File: config.mk
export PLATFORM = sky130hd
export DESIGN_NAME = riscv_fetch_queue_flat
export DESIGN_NICKNAME = d
export VERILOG_FILES = /design/src/rtl/riscv_fetch_queue_if.sv /design/src/rtl/riscv_fetch_queue.sv /design/src/flat_wrapper.sv
export SDC_FILE = /design/constraint.sdc
export NUM_CORES = 1
export LEC_CHECK = 0
export ABC_AREA = 1
export CORE_MARGIN = 4
export CORE_UTILIZATION = 30
export CTS_CLUSTER_SIZE = 25
export DETAILED_ROUTE_END_ITERATION = 7
export HOLD_SLACK_MARGIN = 0.12
export PLACE_DENSITY_LB_ADDON = 0.15
export SLEW_MARGIN = 10
export SYNTH_ARGS = -nofsm -noshare
export SYNTH_HDL_FRONTEND = slang
export SYNTH_SLANG_ARGS = --single-unit
File: constraint.sdc
create_clock -name clk_i -period 5 [get_ports clk_i]
set_input_delay 1 -clock clk_i [delete_from_list [all_inputs] [get_ports clk_i]]
set_output_delay 1 -clock clk_i [all_outputs]
set_load 0.005 [all_outputs]
File: src/rtl/riscv_fetch_queue_if.sv
`default_nettype none
// ============================================================================
//  Module   : riscv_fetch_queue_if
//  Purpose  : Decode, icache and redirect signals of the fetch queue.
//  Revision : 1.0
// ============================================================================
interface riscv_fetch_queue_if #(
    parameter int DEPTH = 4
);
    logic                       fetch_valid_o;
    logic                       fetch_accept_i;
    logic [31:0]                fetch_instr_o;
    logic [31:0]                fetch_pc_o;
    logic                       fetch_fault_fetch_o;
    logic                       fetch_fault_page_o;
    logic                       icache_rd_o;
    logic                       icache_accept_i;
    logic [31:0]                icache_pc_o;
    logic [1:0]                 icache_priv_o;
    logic                       icache_valid_i;
    logic [31:0]                icache_inst_i;
    logic                       icache_error_i;
    logic                       icache_page_fault_i;
    logic                       icache_invalidate_o;
    logic                       fetch_invalidate_i;
    logic                       branch_request_i;
    logic [31:0]                branch_pc_i;
    logic [1:0]                 branch_priv_i;
    logic                       squash_decode_o;
    logic [$clog2(DEPTH+1)-1:0] occupancy_o;

    modport master (
        output fetch_valid_o, fetch_instr_o, fetch_pc_o, fetch_fault_fetch_o,
               fetch_fault_page_o, icache_rd_o, icache_pc_o, icache_priv_o,
               icache_invalidate_o, squash_decode_o, occupancy_o,
        input  fetch_accept_i, icache_accept_i, icache_valid_i, icache_inst_i,
               icache_error_i, icache_page_fault_i, fetch_invalidate_i,
               branch_request_i, branch_pc_i, branch_priv_i
    );

    modport slave (
        input  fetch_valid_o, fetch_instr_o, fetch_pc_o, fetch_fault_fetch_o,
               fetch_fault_page_o, icache_rd_o, icache_pc_o, icache_priv_o,
               icache_invalidate_o, squash_decode_o, occupancy_o,
        output fetch_accept_i, icache_accept_i, icache_valid_i, icache_inst_i,
               icache_error_i, icache_page_fault_i, fetch_invalidate_i,
               branch_request_i, branch_pc_i, branch_priv_i
    );
endinterface
`default_nettype wire

File: src/rtl/riscv_fetch_queue.sv
`default_nettype none
// ============================================================================
//  Module   : riscv_fetch_queue
//  Purpose  : Multi-outstanding icache fetcher with in-order instruction queue.
//  Revision : 1.0
// ============================================================================
module riscv_fetch_queue #(
    parameter int          DEPTH           = 4,
    parameter int          MAX_OUTSTANDING = 2,
    parameter logic [31:0] BOOT_VECTOR     = 32'h0000_0000
) (
    input  wire logic              clk_i,
    input  wire logic              rst_i,
    riscv_fetch_queue_if.master    bus
);
    localparam int c_QPW = $clog2(DEPTH);
    localparam int c_CW  = $clog2(DEPTH + 1);
    localparam int c_OW  = $clog2(MAX_OUTSTANDING + 1);
    localparam int c_OPW = (MAX_OUTSTANDING > 1) ? $clog2(MAX_OUTSTANDING) : 1;

    typedef enum logic [0:0] {ST_RUN = 1'b0, ST_HALT = 1'b1} state_t;

    state_t            r_state, w_state_next;
    logic [31:0]       r_pc_q, r_deliver_pc;
    logic [1:0]        r_priv_q;
    logic [c_QPW-1:0]  r_wr_ptr, r_rd_ptr;
    logic [c_CW-1:0]   r_count;
    logic [c_OW-1:0]   r_outstanding, r_discard, w_out_next;
    logic [c_OPW-1:0]  r_pcf_wr, r_pcf_rd;
    logic              r_squash, r_inval;

    logic [31:0]       r_q_pc    [DEPTH];
    logic [31:0]       r_q_instr [DEPTH];
    logic              r_q_err   [DEPTH];
    logic              r_q_pf    [DEPTH];
    logic [31:0]       r_pcf     [MAX_OUTSTANDING];

    logic w_rd, w_hs, w_rsp, w_flush, w_push, w_pop;
    logic [31:0] w_branch_pc;
    logic w_unused_bits;

    assign w_branch_pc   = {bus.branch_pc_i[31:2], 2'b00};
    assign w_unused_bits = &{1'b0, bus.branch_pc_i[1:0]};

    assign w_rd    = (r_state == ST_RUN)
                   && ((int'(r_count) + int'(r_outstanding)) < DEPTH)
                   && (int'(r_outstanding) < MAX_OUTSTANDING);
    assign w_hs    = w_rd & bus.icache_accept_i;
    // A response with nothing in flight belongs to a request dropped by reset.
    assign w_rsp   = bus.icache_valid_i & (r_outstanding != '0);
    assign w_flush = bus.branch_request_i | bus.fetch_invalidate_i;
    assign w_push  = w_rsp & (r_discard == '0) & ~w_flush;
    assign w_pop   = (r_count != '0) & bus.fetch_accept_i & ~w_flush;

    always_comb begin
        w_out_next = r_outstanding;
        if (w_hs && !w_rsp) begin
            w_out_next = r_outstanding + c_OW'(1);
        end else if (!w_hs && w_rsp) begin
            w_out_next = r_outstanding - c_OW'(1);
        end
    end

    always_ff @(posedge clk_i) begin
        if (rst_i) begin
            r_state <= ST_RUN;
        end else begin
            r_state <= w_state_next;
        end
    end

    always_comb begin
        w_state_next = r_state;
        if (w_flush) begin
            w_state_next = ST_RUN;
        end else if (w_push && (bus.icache_error_i || bus.icache_page_fault_i)) begin
            w_state_next = ST_HALT;
        end
    end

    always_ff @(posedge clk_i) begin
        if (rst_i) begin
            r_pc_q        <= BOOT_VECTOR;
            r_priv_q      <= 2'b11;
            r_deliver_pc  <= BOOT_VECTOR;
            r_wr_ptr      <= '0;
            r_rd_ptr      <= '0;
            r_count       <= '0;
            r_outstanding <= '0;
            r_discard     <= '0;
            r_pcf_wr      <= '0;
            r_pcf_rd      <= '0;
            r_squash      <= 1'b0;
            r_inval       <= 1'b0;
            for (int i = 0; i < DEPTH; i++) begin
                r_q_pc[i]    <= '0;
                r_q_instr[i] <= '0;
                r_q_err[i]   <= 1'b0;
                r_q_pf[i]    <= 1'b0;
            end
            for (int i = 0; i < MAX_OUTSTANDING; i++) begin
                r_pcf[i] <= '0;
            end
        end else begin
            r_outstanding <= w_out_next;
            r_squash      <= w_flush;
            r_inval       <= bus.fetch_invalidate_i;

            // The request-PC FIFO tracks every in-flight read, stale or not.
            if (w_hs) begin
                r_pcf[r_pcf_wr] <= r_pc_q;
                r_pcf_wr <= (r_pcf_wr == c_OPW'(MAX_OUTSTANDING - 1)) ? '0 : r_pcf_wr + c_OPW'(1);
            end
            if (w_rsp) begin
                r_pcf_rd <= (r_pcf_rd == c_OPW'(MAX_OUTSTANDING - 1)) ? '0 : r_pcf_rd + c_OPW'(1);
            end

            if (w_flush) begin
                // Discard is a subset of outstanding: every read still in
                // flight after this cycle is stale.
                r_discard <= w_out_next;
                r_wr_ptr  <= '0;
                r_rd_ptr  <= '0;
                r_count   <= '0;
                if (bus.branch_request_i) begin
                    r_pc_q       <= w_branch_pc;
                    r_priv_q     <= bus.branch_priv_i;
                    r_deliver_pc <= w_branch_pc;
                end else begin
                    r_pc_q <= r_deliver_pc;
                end
            end else begin
                if (w_rsp && (r_discard != '0)) begin
                    r_discard <= r_discard - c_OW'(1);
                end
                if (w_hs) begin
                    r_pc_q <= r_pc_q + 32'd4;
                end
                if (w_push) begin
                    r_q_pc[r_wr_ptr]    <= r_pcf[r_pcf_rd];
                    r_q_instr[r_wr_ptr] <= bus.icache_inst_i;
                    r_q_err[r_wr_ptr]   <= bus.icache_error_i;
                    r_q_pf[r_wr_ptr]    <= bus.icache_page_fault_i;
                    r_wr_ptr            <= r_wr_ptr + c_QPW'(1);
                end
                if (w_pop) begin
                    r_rd_ptr     <= r_rd_ptr + c_QPW'(1);
                    r_deliver_pc <= r_q_pc[r_rd_ptr] + 32'd4;
                end
                if (w_push && !w_pop) begin
                    r_count <= r_count + c_CW'(1);
                end else if (!w_push && w_pop) begin
                    r_count <= r_count - c_CW'(1);
                end
            end
        end
    end

    assign bus.fetch_valid_o       = (r_count != '0);
    assign bus.fetch_instr_o       = r_q_instr[r_rd_ptr];
    assign bus.fetch_pc_o          = r_q_pc[r_rd_ptr];
    assign bus.fetch_fault_fetch_o = r_q_err[r_rd_ptr];
    assign bus.fetch_fault_page_o  = r_q_pf[r_rd_ptr];
    assign bus.icache_rd_o         = w_rd;
    assign bus.icache_pc_o         = r_pc_q;
    assign bus.icache_priv_o       = r_priv_q;
    assign bus.icache_invalidate_o = r_inval;
    assign bus.squash_decode_o     = r_squash;
    assign bus.occupancy_o         = r_count;
endmodule
`default_nettype wire

File: src/flat_wrapper.sv
// flat-port wrapper written by rule: the top's interface ports become plain ports
module riscv_fetch_queue_flat 
#(
    parameter int          DEPTH           = 4,
    parameter int          MAX_OUTSTANDING = 2,
    parameter logic [31:0] BOOT_VECTOR     = 32'h0000_0000
)
  (clk_i, rst_i, bus_fetch_valid_o, bus_fetch_instr_o, bus_fetch_pc_o, bus_fetch_fault_fetch_o, bus_fetch_fault_page_o, bus_icache_rd_o, bus_icache_pc_o, bus_icache_priv_o, bus_icache_invalidate_o, bus_squash_decode_o, bus_occupancy_o, bus_fetch_accept_i, bus_icache_accept_i, bus_icache_valid_i, bus_icache_inst_i, bus_icache_error_i, bus_icache_page_fault_i, bus_fetch_invalidate_i, bus_branch_request_i, bus_branch_pc_i, bus_branch_priv_i);
  riscv_fetch_queue_if #(.DEPTH(DEPTH)) bus_i ();
  input  wire logic clk_i;
  input  wire logic rst_i;
  output wire logic [$bits(bus_i.fetch_valid_o)-1:0] bus_fetch_valid_o;
  output wire logic [$bits(bus_i.fetch_instr_o)-1:0] bus_fetch_instr_o;
  output wire logic [$bits(bus_i.fetch_pc_o)-1:0] bus_fetch_pc_o;
  output wire logic [$bits(bus_i.fetch_fault_fetch_o)-1:0] bus_fetch_fault_fetch_o;
  output wire logic [$bits(bus_i.fetch_fault_page_o)-1:0] bus_fetch_fault_page_o;
  output wire logic [$bits(bus_i.icache_rd_o)-1:0] bus_icache_rd_o;
  output wire logic [$bits(bus_i.icache_pc_o)-1:0] bus_icache_pc_o;
  output wire logic [$bits(bus_i.icache_priv_o)-1:0] bus_icache_priv_o;
  output wire logic [$bits(bus_i.icache_invalidate_o)-1:0] bus_icache_invalidate_o;
  output wire logic [$bits(bus_i.squash_decode_o)-1:0] bus_squash_decode_o;
  output wire logic [$bits(bus_i.occupancy_o)-1:0] bus_occupancy_o;
  input wire logic [$bits(bus_i.fetch_accept_i)-1:0] bus_fetch_accept_i;
  input wire logic [$bits(bus_i.icache_accept_i)-1:0] bus_icache_accept_i;
  input wire logic [$bits(bus_i.icache_valid_i)-1:0] bus_icache_valid_i;
  input wire logic [$bits(bus_i.icache_inst_i)-1:0] bus_icache_inst_i;
  input wire logic [$bits(bus_i.icache_error_i)-1:0] bus_icache_error_i;
  input wire logic [$bits(bus_i.icache_page_fault_i)-1:0] bus_icache_page_fault_i;
  input wire logic [$bits(bus_i.fetch_invalidate_i)-1:0] bus_fetch_invalidate_i;
  input wire logic [$bits(bus_i.branch_request_i)-1:0] bus_branch_request_i;
  input wire logic [$bits(bus_i.branch_pc_i)-1:0] bus_branch_pc_i;
  input wire logic [$bits(bus_i.branch_priv_i)-1:0] bus_branch_priv_i;
  assign bus_fetch_valid_o = bus_i.fetch_valid_o;
  assign bus_fetch_instr_o = bus_i.fetch_instr_o;
  assign bus_fetch_pc_o = bus_i.fetch_pc_o;
  assign bus_fetch_fault_fetch_o = bus_i.fetch_fault_fetch_o;
  assign bus_fetch_fault_page_o = bus_i.fetch_fault_page_o;
  assign bus_icache_rd_o = bus_i.icache_rd_o;
  assign bus_icache_pc_o = bus_i.icache_pc_o;
  assign bus_icache_priv_o = bus_i.icache_priv_o;
  assign bus_icache_invalidate_o = bus_i.icache_invalidate_o;
  assign bus_squash_decode_o = bus_i.squash_decode_o;
  assign bus_occupancy_o = bus_i.occupancy_o;
  assign bus_i.fetch_accept_i = bus_fetch_accept_i;
  assign bus_i.icache_accept_i = bus_icache_accept_i;
  assign bus_i.icache_valid_i = bus_icache_valid_i;
  assign bus_i.icache_inst_i = bus_icache_inst_i;
  assign bus_i.icache_error_i = bus_icache_error_i;
  assign bus_i.icache_page_fault_i = bus_icache_page_fault_i;
  assign bus_i.fetch_invalidate_i = bus_fetch_invalidate_i;
  assign bus_i.branch_request_i = bus_branch_request_i;
  assign bus_i.branch_pc_i = bus_branch_pc_i;
  assign bus_i.branch_priv_i = bus_branch_priv_i;
  riscv_fetch_queue #(.DEPTH(DEPTH), .MAX_OUTSTANDING(MAX_OUTSTANDING), .BOOT_VECTOR(BOOT_VECTOR)) u_core (.clk_i(clk_i), .rst_i(rst_i), .bus(bus_i));
endmodule
[Word-level counts from Yosys, hierarchy flattened]
Memory sizes are Yosys's and may differ from the RTL's. A register that Yosys moved wholly into a read port is not among the register bits.
Index checks and enable logic that the tools add are counted.
Word-level totals
  flip-flop bits (word level): 82
  bits in writable memories: 328
  word-level logic and storage cells: 116
  memories kept: 5
Cells by class
  $add $sub $neg: 12
  magnitude comparators: 2
  muxes and demuxes: 47
  bitwise operators: 9
  reductions and logical operators: 28
Memories
  u_core.r_q_instr: words 4, bits a word 32, read ports 1, clocked after Yosys merged registers in 1, wr ports 4, line riscv_fetch_queue.sv:33  | logic [31:0] r_q_instr [DEPTH];
  u_core.r_q_pc: words 4, bits a word 32, read ports 1, clocked after Yosys merged registers in 1, wr ports 4, line riscv_fetch_queue.sv:32  | logic [31:0] r_q_pc [DEPTH];
  u_core.r_pcf: words 2, bits a word 32, read ports 1, clocked after Yosys merged registers in 1, wr ports 2, line riscv_fetch_queue.sv:36  | logic [31:0] r_pcf [MAX_OUTSTANDING];
  u_core.r_q_err: words 4, bits a word 1, read ports 1, clocked after Yosys merged registers in 1, wr ports 4, line riscv_fetch_queue.sv:34  | logic r_q_err [DEPTH];
  u_core.r_q_pf: words 4, bits a word 1, read ports 1, clocked after Yosys merged registers in 1, wr ports 4, line riscv_fetch_queue.sv:35  | logic r_q_pf [DEPTH];
Operators by type and width (count)
  two-way mux 32 bit: 8
  OR reduction 32 bit: 3
  adder 32 x 3 -> 32 bit, second input constant: 2
  less-than comparator 32 x 4 -> 1 bit, second input constant: 1
  two-way mux 2 bit: 16
  two-way mux 1 bit: 21
  nonzero test 2 bit: 6
  logical AND 1 bit: 8
  adder 2 x 1 -> 2 bit, second input constant: 3
  bitwise AND 1 bit: 6
  two-way mux 3 bit: 2
  adder 3 x 2 -> 4 bit: 1
  zero test 1 bit: 4
  subtractor 2 x 1 -> 2 bit, second input constant: 2
  adder 3 x 1 -> 3 bit, second input constant: 1
  nonzero test 3 bit: 1
  subtractor 3 x 1 -> 3 bit, second input constant: 1
  adder 1 bit, second input constant: 2
  zero test 2 bit: 1
  less-than comparator 2 bit, second input constant: 1
  NOT 1 bit: 2
  AND reduction 2 bit: 1
  OR reduction 1 bit: 2
  OR reduction 2 bit: 1
  2 further kinds: 2

[Longest topological paths before layout]
Gate-level depths: netlist of run 1.
  depth in word-level cells: 10
  depth in mapped cells: 16

[Least setup slack after synthesis of run 1]
Ideal clock, no wire load.
  kind: input-to-reg
  start point: input bus_branch_request_i
  end point: memory u_core.r_q_err[2] (enable)
  arrival time: 3.641 ns
  data required time: 4.574 ns
  slack: 0.933 ns
  stages on the path: 10
  buffers on the path: 3
  cells stage by stage: buf_2 -> nor2_4 -> inv_2 -> nor2_2 -> inv_2 -> nor2_1 -> buf_4 -> nand2_1 -> buf_2 -> nand2_1
RTL lines
  start: declaration: line flat_wrapper.sv:30  | input wire logic [$bits(bus_i.branch_request_i)-1:0] bus_branch_request_i;
  end: declaration: line riscv_fetch_queue.sv:34

==> results of run 1 <==
layer usage:
| metal | wire (microns) | track usage | vias up | share of wire |
|---|---|---|---|---|
| met3 | 3100 | 0.0243 | 100 | 0.047 |
| met5 | 0 | 0 | - | 0 |
| met1 | 29800 | 0.250 | 7814 | 0.46 |
| met4 | 1450 | 0.0461 | 0 | 0.022 |
| met2 | 31100 | 0.303 | 410 | 0.48 |
| li1 | - | - | 7915 | - |
worst max-delay path: stages, from the launching register on:
cell             delay, ns
dfxtp_4               0.49
inv_8                 0.62
o21ai_0               0.16
o22ai_1               0.49
clkdlybuf4s50_1       0.63
cell families after synthesis:
family,Yosys count,share of synthesized area
AND/OR/NAND/NOR,1222,0.246
multiplexers,32,0.0160
XOR/XNOR,19,0.00830
adder cells (fa/ha/maj),7,0.00474
AO/OA/AOI/OAI,311,0.0843
buffers and inverters,301,0.0640
flip-flops,413,0.576
area by class of cell:
class / count / area (sq um)
fill: 6736 / 41800
sequential: 413 / 11600
multi-input combinational: 1591 / 7230
timing repair buffer: 211 / 2040
clock buffer: 59 / 1260
tap: 864 / 1080
inverter: 181 / 689
clock inverter: 29 / 284
antenna: 1 / 2.50
Yosys cell counts, drive strengths merged:
library cell  instances  area share
nand3               106       0.027
buf                  50       0.016
and2                  1     0.00031
dfxtp                85       0.085
a211oi                4      0.0015
a22o                  1     0.00044
a221oi                2     0.00087
fa                    1      0.0010
mux2                  1     0.00056
o211ai                6      0.0022
nor4                  2     0.00062
o21ai               159       0.040
o22ai                37       0.012
mux2i                31       0.015
nand4                19      0.0059
edfxtp              328        0.49
a21oi                80       0.020
clkinv                4     0.00075
a21o                  1     0.00037
ha                    6      0.0037
a32oi                 1     0.00044
inv                 177       0.034
nor3                 20      0.0050
and3b                 1     0.00044
clkbuf               70       0.013
nor2                561        0.11
nand2               505       0.097
a31o                  2     0.00087
o32ai                 1     0.00044
xor2                 19      0.0083
nor3b                 1     0.00037
o21bai                2     0.00075
o21a                  1     0.00037
nand3b                4      0.0015
a31oi                14      0.0044
and3                  2     0.00062
flip-flops by register name, summed over array words and instances, names as in the netlist, 3 cells and up, named ones only:
register and count:
u_core.r_pcf 64, u_core.r_q_pf 4, u_core.bus.occupancy_o 3, u_core.r_q_err 4, u_core.r_q_pc 128, u_core.r_deliver_pc 32
u_core.r_q_instr 128, u_core.bus.icache_pc_o 32
path summary, 6_finish.rpt:
check	start	end	cells past startpoint
worst min register to register	u_core.bus.icache_priv_o[1]	u_core.bus.icache_priv_o[1]	2
worst max register to register	flop	u_core.r_deliver_pc[12]	9
worst min-delay path	u_core.bus.icache_priv_o[1]	u_core.bus.icache_priv_o[1]	2
worst max-delay path	flop	bus_fetch_pc_o[0]	4
power breakdown:
group	leakage (nW)	switching, mW	internal (mW)	total, mW
clock	0.760	1.44	2.06	3.50
combinational	4.67	0.644	0.365	1.01
sequential	4.10	0.139	3.92	4.06
total	9.53	2.23	6.34	8.57
==> results.yml, run 1 <==
logic_synthesis:
  synthesis.area_sq_um: 20000
  syn_avg_cell_area_sq_um: 8.70
  seq_area_frac_synth: 0.576
  synth-seq-cells: 413
  yosysWarnings: 0
  synth_cell_types: 51
  synth_fp_nets: 2387
  synth_cells: 2305
timing:
  fin_skew_ns: 0.0297
  finalCritPeriodShare: 0.831
  rsz0062_at_grt: "no"
  fin_ws_ns: 0.844
  slew_headroom: 0.287
  setup_violations: 0
  fmax_mhz: 241
  hold_violations: 0
  fin_setup_tns_ns: 0
  slew_viol_final: 0
  whs_ns: 0.461
  tightest_slew_ns: 1.07
  finalCriticalPeriod_ns: 4.16
floorplanning:
  core_sq_um: 66000
  die_h_microns: 266
  num_rows: 94
  ios: 182
  initial_core_util: 0.304
  dieWidth_microns: 266
  die-area_sq_um: 71000
worst_setup_path:
  path_max_fanout: 135
  cp.required_ns: 4.00
  cp-start-kind: "flop"
  worstPathArrival_ns: 3.16
  endpoint_kind: "primary output"
  r2r_setup_slack_ns: 1.44
  worstSetupPathType: "flop to primary output"
route:
  avgRoutedWirePerCell_microns: 19.6
  routed_wl_microns: 65500
  vias: 16200
  viasPerCell: 4.85
  first_pass_iters: 5
  route.detailed.drc: 0
  postRouteAntennaNets: 0
  drt_iter0_drc: 1281
placed_design:
  port_buffers: 179
  gp_congestion: 0.940
  hpwl_microns: 42200
  place_inst: 3260
  pre_cts_ws_ns: 0.908
  postPlaceCellArea_sq_um: 22600
power_and_ir_drop:
  ir_drop_uv: 224
  leakage_nw: 9.53
  p_per_area_nw_per_um2: 355
  p_total_mw: 8.57
layout:
  drive_above_1_share: 0.0620
  layout_commonest_cell: "nor2_1"
  area_delta_synth_final_pct: 20.5
  final_cell_mix: "nor2_1, nand2_1, edfxtp_1, clkdlybuf4s50_1, inv_1"
  final_util: 0.366
  final_area_sq_um: 24200
  final_cell_count_no_fill: 3349
  fin_nets: 2528
global_route:
  grt_use_total: 0.181
  grt_pass1_vias: 16200
  antenna_found_initial: 1
  grt_max_degree: 136
  grt_overflow: 0
  grt_pass1_wl_microns: 98700
cts:
  cts-htree-levels: 2
  clk_latency_ns: 0.59
  ctsLongestPathBuffers: 3
  cts_tree: "done"
  cts.clk_slew.worst_paths_ns: 0.06
  clock-sinks: 413
  cts_buffers: 48
  cts_setup_buffers: 0
  clk_root_buffer_cell: "clkbuf_16"
  hold_buffers: 0
  cts-resized-gates: 0
job:
  max_cap_viol_count: 0
worst_hold_path:
  hold_class: "flop to flop"
outcome:
  outcome: "finished, final reports clean"
No activity file was read; power rests on OpenSTA's default activity.
==> run 2, diff against run 1 <==
- clock period: 5 -> 3.6 ns (I/O delays scaled with it)
==> run 2 against run 1 <==
Wire length increased by 0.74%. Sequential share of layout area decreased by 0.67 points. Largest power group unchanged. Design area increased by 1.4%. Clock power increased by 51%. Critical path depth unchanged. Clock-buffer cell count increased by 1. Critical endpoint is now bus_fetch_pc_o[1]. Clock skew increased by 0.016 ns. Combinational power increased by 42%. Power increased by 44%. Via count increased by 0.52%.
==> results.yml, run 2 (synthesis results as in run 1) <==
placed_design:
  gp_congestion: 0.897
  place_inst: 3271
  postPlaceCellArea_sq_um: 22800
  hpwl_microns: 42800
  port_buffers: 179
timing:
  slew_headroom: 0.265
  setup_violations: 0
  hold_violations: 0
  rsz0062_at_grt: "no"
  fmax_mhz: 305
  fin_skew_ns: 0.0459
  whs_ns: 0.476
  finalCritPeriodShare: 0.911
  tightest_slew_ns: 1.10
  fin_setup_tns_ns: 0
  slew_viol_final: 0
  finalCriticalPeriod_ns: 3.28
route:
  routed_wl_microns: 66000
  postRouteAntennaNets: 0
  avgRoutedWirePerCell_microns: 19.6
  drt_iter0_drc: 1088
  viasPerCell: 4.86
  vias: 16300
  first_pass_iters: 5
  route.detailed.drc: 0
floorplanning:
  die-area_sq_um: 71000
  ios: 182
  die_h_microns: 266
  num_rows: 94
  initial_core_util: 0.304
  dieWidth_microns: 266
  core_sq_um: 66000
layout:
  antenna_cells: 0
  drive_above_1_share: 0.0677
  final.fill_count: 6638
  layout_commonest_cell: "nor2_1"
  area_delta_synth_final_pct: 22.2
  top_regs: "u_core.r_q_instr x128, u_core.r_q_pc x128, u_core.r_pcf x64"
  final_area_sq_um: 24500
  fin_nets: 2538
  final_util: 0.371
  final_cell_mix: "nor2_1, nand2_1, edfxtp_1, clkdlybuf4s50_1, inv_1"
  final_cell_count_no_fill: 3359
outcome:
  outcome: "finished, final reports clean"
cts:
  cts_buffers: 47
  hold_buffers: 0
  cts-resized-gates: 0
  cts.clk_slew.worst_paths_ns: 0.06
  cts_tree: "done"
  clk_latency_ns: 0.61
  ctsLongestPathBuffers: 3
  clk_root_buffer_cell: "clkbuf_16"
  cts-htree-levels: 2
  clock-sinks: 413
  cts_setup_buffers: 0
global_route:
  grt_pass1_vias: 16000
  antenna_found_initial: 0
  grt_pass1_wl_microns: 98300
  grt_use_total: 0.181
  grt_max_degree: 88
  grt_overflow: 0
worst_setup_path:
  path_max_fanout: 32
  cp.required_ns: 2.88
  slowest_delay_ns: 0.63
  worstSetupPathType: "flop to primary output"
  worstPathArrival_ns: 2.56
  crit_slowest_cell: "clkdlybuf4s50_1"
  cp-start-kind: "flop"
  endpoint_kind: "primary output"
  crit_chain: "buf_4 > o21ai_0 > o22ai_1 > clkdlybuf4s50_1"
power_and_ir_drop:
  leakage_nw: 9.69
  ir_drop_uv: 338
  p_per_area_nw_per_um2: 505
job:
  max_cap_viol_count: 0
worst_hold_path:
  hold_class: "flop to flop"
-- run 2: power breakdown --
group	switching (mW)	leakage, nW	internal [mW]
clock	2.05	0.834	3.25
sequential	0.192	4.10	5.45
combinational	0.905	4.76	0.520
total	3.15	9.69	9.22
-- run 2: through the flow --
| stage | total power [mW] | setup slack, ns |
|---|---|---|
| CTS | 12.5 | 0.207 |
| finish | 12.4 | 0.320 |
| global route | 12.9 | 0.140 |
| detailed placement | 7.18 | 0.435 |
| global placement | 7.16 | 0.377 |
| floorplan | 6.46 | 0.161 |
-- run 2: worst paths after layout --
| path | end | slack, ns | from | cells past startpoint |
|---|---|---|---|---|
| min reg2reg | u_core.r_state | 0.48 | u_core.r_state | 2 |
| max reg2reg | u_core.r_deliver_pc[18] | 0.94 | flop | 11 |
| max | bus_fetch_pc_o[1] | 0.32 | flop | 4 |
| min | u_core.r_state | 0.48 | u_core.r_state | 2 |
-- run 2: layout make-up --
class | count | area, sq um | share of cell area
clock inverter | 28 | 425 | 0.0174
tap | 864 | 1080 | 0.0441
sequential | 413 | 11600 | 0.472
clock buffer | 60 | 1290 | 0.0525
timing repair buffer | 222 | 2230 | 0.0909
inverter | 181 | 689 | 0.0281
multi-input combinational | 1591 | 7230 | 0.295
-- run 2: routing by layer --
| layer | global-route usage | share of wire |
|---|---|---|
| met1 | 0.244 | 0.45 |
| met2 | 0.306 | 0.48 |
| met3 | 0.0296 | 0.051 |
| met4 | 0.0448 | 0.021 |
| met5 | 0 | 0 |
-- run 2: worst max-delay path, delay by kind of cell (launching register included) --
kind | cells | cell delay, ns
buffers and inverters | 2 | 1.00
AO/OA/AOI/OAI | 2 | 0.53
flip-flops | 1 | 0.44
==> run 3, diff against run 2 <==
- MAX_ROUTING_LAYER: unset -> met4
==> run 3 against run 2 <==
Clock-buffer cell count did not move. Wire length is 0.47% lower. Combinational power barely moved. Largest power group unchanged. Flip-flop and latch count stayed put. Clock power decreased by 7.2%. Non-clock buffer count up 1. First-iteration DRC count shrank 14%. Fmax grew 0.34%. Worst hold slack worse by 0.0057 ns. Critical path depth is the same. Cell count about the same. Highest routed layer unchanged.
==> results.yml, run 3 (synthesis results as in run 1) <==
outcome:
  outcome: "finished, final reports clean"
placed_design:
  port_buffers: 179
  gp_congestion: 0.908
  hpwl_microns: 43100
  pre_cts_ws_ns: 0.456
route:
  route.detailed.drc: 0
  routed_wl_microns: 65700
  avgRoutedWirePerCell_microns: 19.5
  postRouteAntennaNets: 0
  viasPerCell: 4.85
  vias: 16300
  drt_iter0_drc: 936
  first_pass_iters: 5
layout:
  drive_above_1_share: 0.0661
  top_regs: "u_core.r_q_instr x128, u_core.r_q_pc x128, u_core.r_pcf x64"
  antenna_cells: 0
  multi_input_area_sq_um: 7230
  final.fill_count: 6683
  fin_nets: 2539
  final_util: 0.370
  area_delta_synth_final_pct: 21.8
  seqCellArea_sq_um: 11600
  layout_commonest_cell: "nor2_1"
  final_cell_mix: "nor2_1, nand2_1, edfxtp_1, clkdlybuf4s50_1, inv_1"
floorplanning:
  die-area_sq_um: 71000
  initial_core_util: 0.304
  ios: 182
  die_h_microns: 266
  dieWidth_microns: 266
  num_rows: 94
  core_sq_um: 66000
timing:
  setup_violations: 0
  finalCritPeriodShare: 0.908
  fin_skew_ns: 0.0179
  tightest_slew_ns: 0.957
  hold_violations: 0
  rsz0062_at_grt: "no"
  slew_headroom: 0.362
  whs_ns: 0.470
  slew_viol_final: 0
  fin_setup_tns_ns: 0
  finalCriticalPeriod_ns: 3.27
  fin_ws_ns: 0.331
  fmax_mhz: 306
worst_hold_path:
  holdCritStartpoint: "u_core.bus.icache_priv_o[0]"
  min_delay_worst_endpoint: "u_core.bus.icache_priv_o[0]"
  min_path_cells: 2
  hold_class: "flop to flop"
cts:
  ctsLongestPathBuffers: 3
  clk_root_buffer_cell: "clkbuf_16"
  clk_latency_ns: 0.59
  cts_setup_buffers: 0
  cts_tree: "done"
  clock-sinks: 413
  cts.clk_slew.worst_paths_ns: 0.06
  cts_buffers: 47
  cts-resized-gates: 0
  hold_buffers: 0
  cts-htree-levels: 2
power_and_ir_drop:
  ir_drop_uv: 346
  p_per_area_nw_per_um2: 491
  leakage_nw: 9.65
  p_total_mw: 12.0
global_route:
  antenna_found_initial: 0
  grt_pass1_wl_microns: 99300
  grt_use_total: 0.187
  grt_pass1_vias: 16400
  grt_overflow: 0
  grt_max_degree: 88
worst_setup_path:
  cp-start-kind: "flop"
  endpoint_kind: "primary output"
  r2r_cells: 13
  path_max_fanout: 87
  worst_r2r_endpoint: "u_core.r_deliver_pc[18]"
  slowest_delay_ns: 0.63
  crit_slowest_cell: "clkdlybuf4s50_1"
  crit_chain: "buf_12 > o21ai_0 > o22ai_1 > clkdlybuf4s50_1"
  worstSetupPathType: "flop to primary output"
  worstPathArrival_ns: 2.55
  r2r_setup_slack_ns: 0.93
  cp.required_ns: 2.88
job:
  max_cap_viol_count: 0
-- run 3: cell count changes in the layout (fill, tap and decap cells not counted), moves of 2 or more --
cell	previous run	this run
bufinv_16	10	6
clkinv_1	9	12
clkbuf_1	8	10
buf_12	9	12
buf_4	34	32
-- run 3: where the power goes --
| group | internal, mW | total, mW | leakage [nW] | switching, mW |
|---|---|---|---|---|
| sequential | 5.45 | 5.63 | 4.10 | 0.186 |
| clock | 2.91 | 4.92 | 0.770 | 2.01 |
| combinational | 0.522 | 1.43 | 4.78 | 0.908 |
| total | 8.88 | 12.0 | 9.65 | 3.10 |
-- run 3: per-stage QoR --
step	cell area, sq um	cells
finish	24400	3360
floorplan	20100	2305
global route	24400	3360
CTS	24400	3360
global placement	22800	3272
detailed placement	22800	3272
-- run 3: metal layers --
metal  routed length, microns  vias up  GRT usage  part of all wire
li1                         -     7933          -                 -
met1                    29500     7860      0.242              0.45
met2                    31400      404      0.310              0.48
met3                     2950      109     0.0250             0.045
met4                     1840        0     0.0547             0.028
met5                        0        -          -                 0
-- run 3: worst max-delay path: cells and delay by family, from the launching register on --
family / cells / cell delay [ns]
AO/OA/AOI/OAI: 2 / 0.55
buffers and inverters: 2 / 1.01
flip-flops: 1 / 0.38
-- run 3: final cells by class --
class,instances,share of cell area
multi-input cells,1591,0.296
well taps,864,0.0443
repair buffers,223,0.0931
clock inverters,28,0.0132
inverters,181,0.0282
clock buffers,60,0.0514
flip-flops and latches,413,0.474
-- run 3: worst max path at each step --
stage                     cells past startpoint                   endpoint                  from
after global routing                          7         bus_fetch_pc_o[18]                  flop
final                                         4          bus_fetch_pc_o[1]                  flop
after detailed placement                      9       u_core.r_q_pc[2][24]  bus_branch_request_i
after CTS                                     7         bus_fetch_pc_o[24]                  flop
after floorplan                               5          u_core.r_q_err[3]                 rst_i
after global placement                       14  u_core.bus.occupancy_o[2]    bus_icache_valid_i
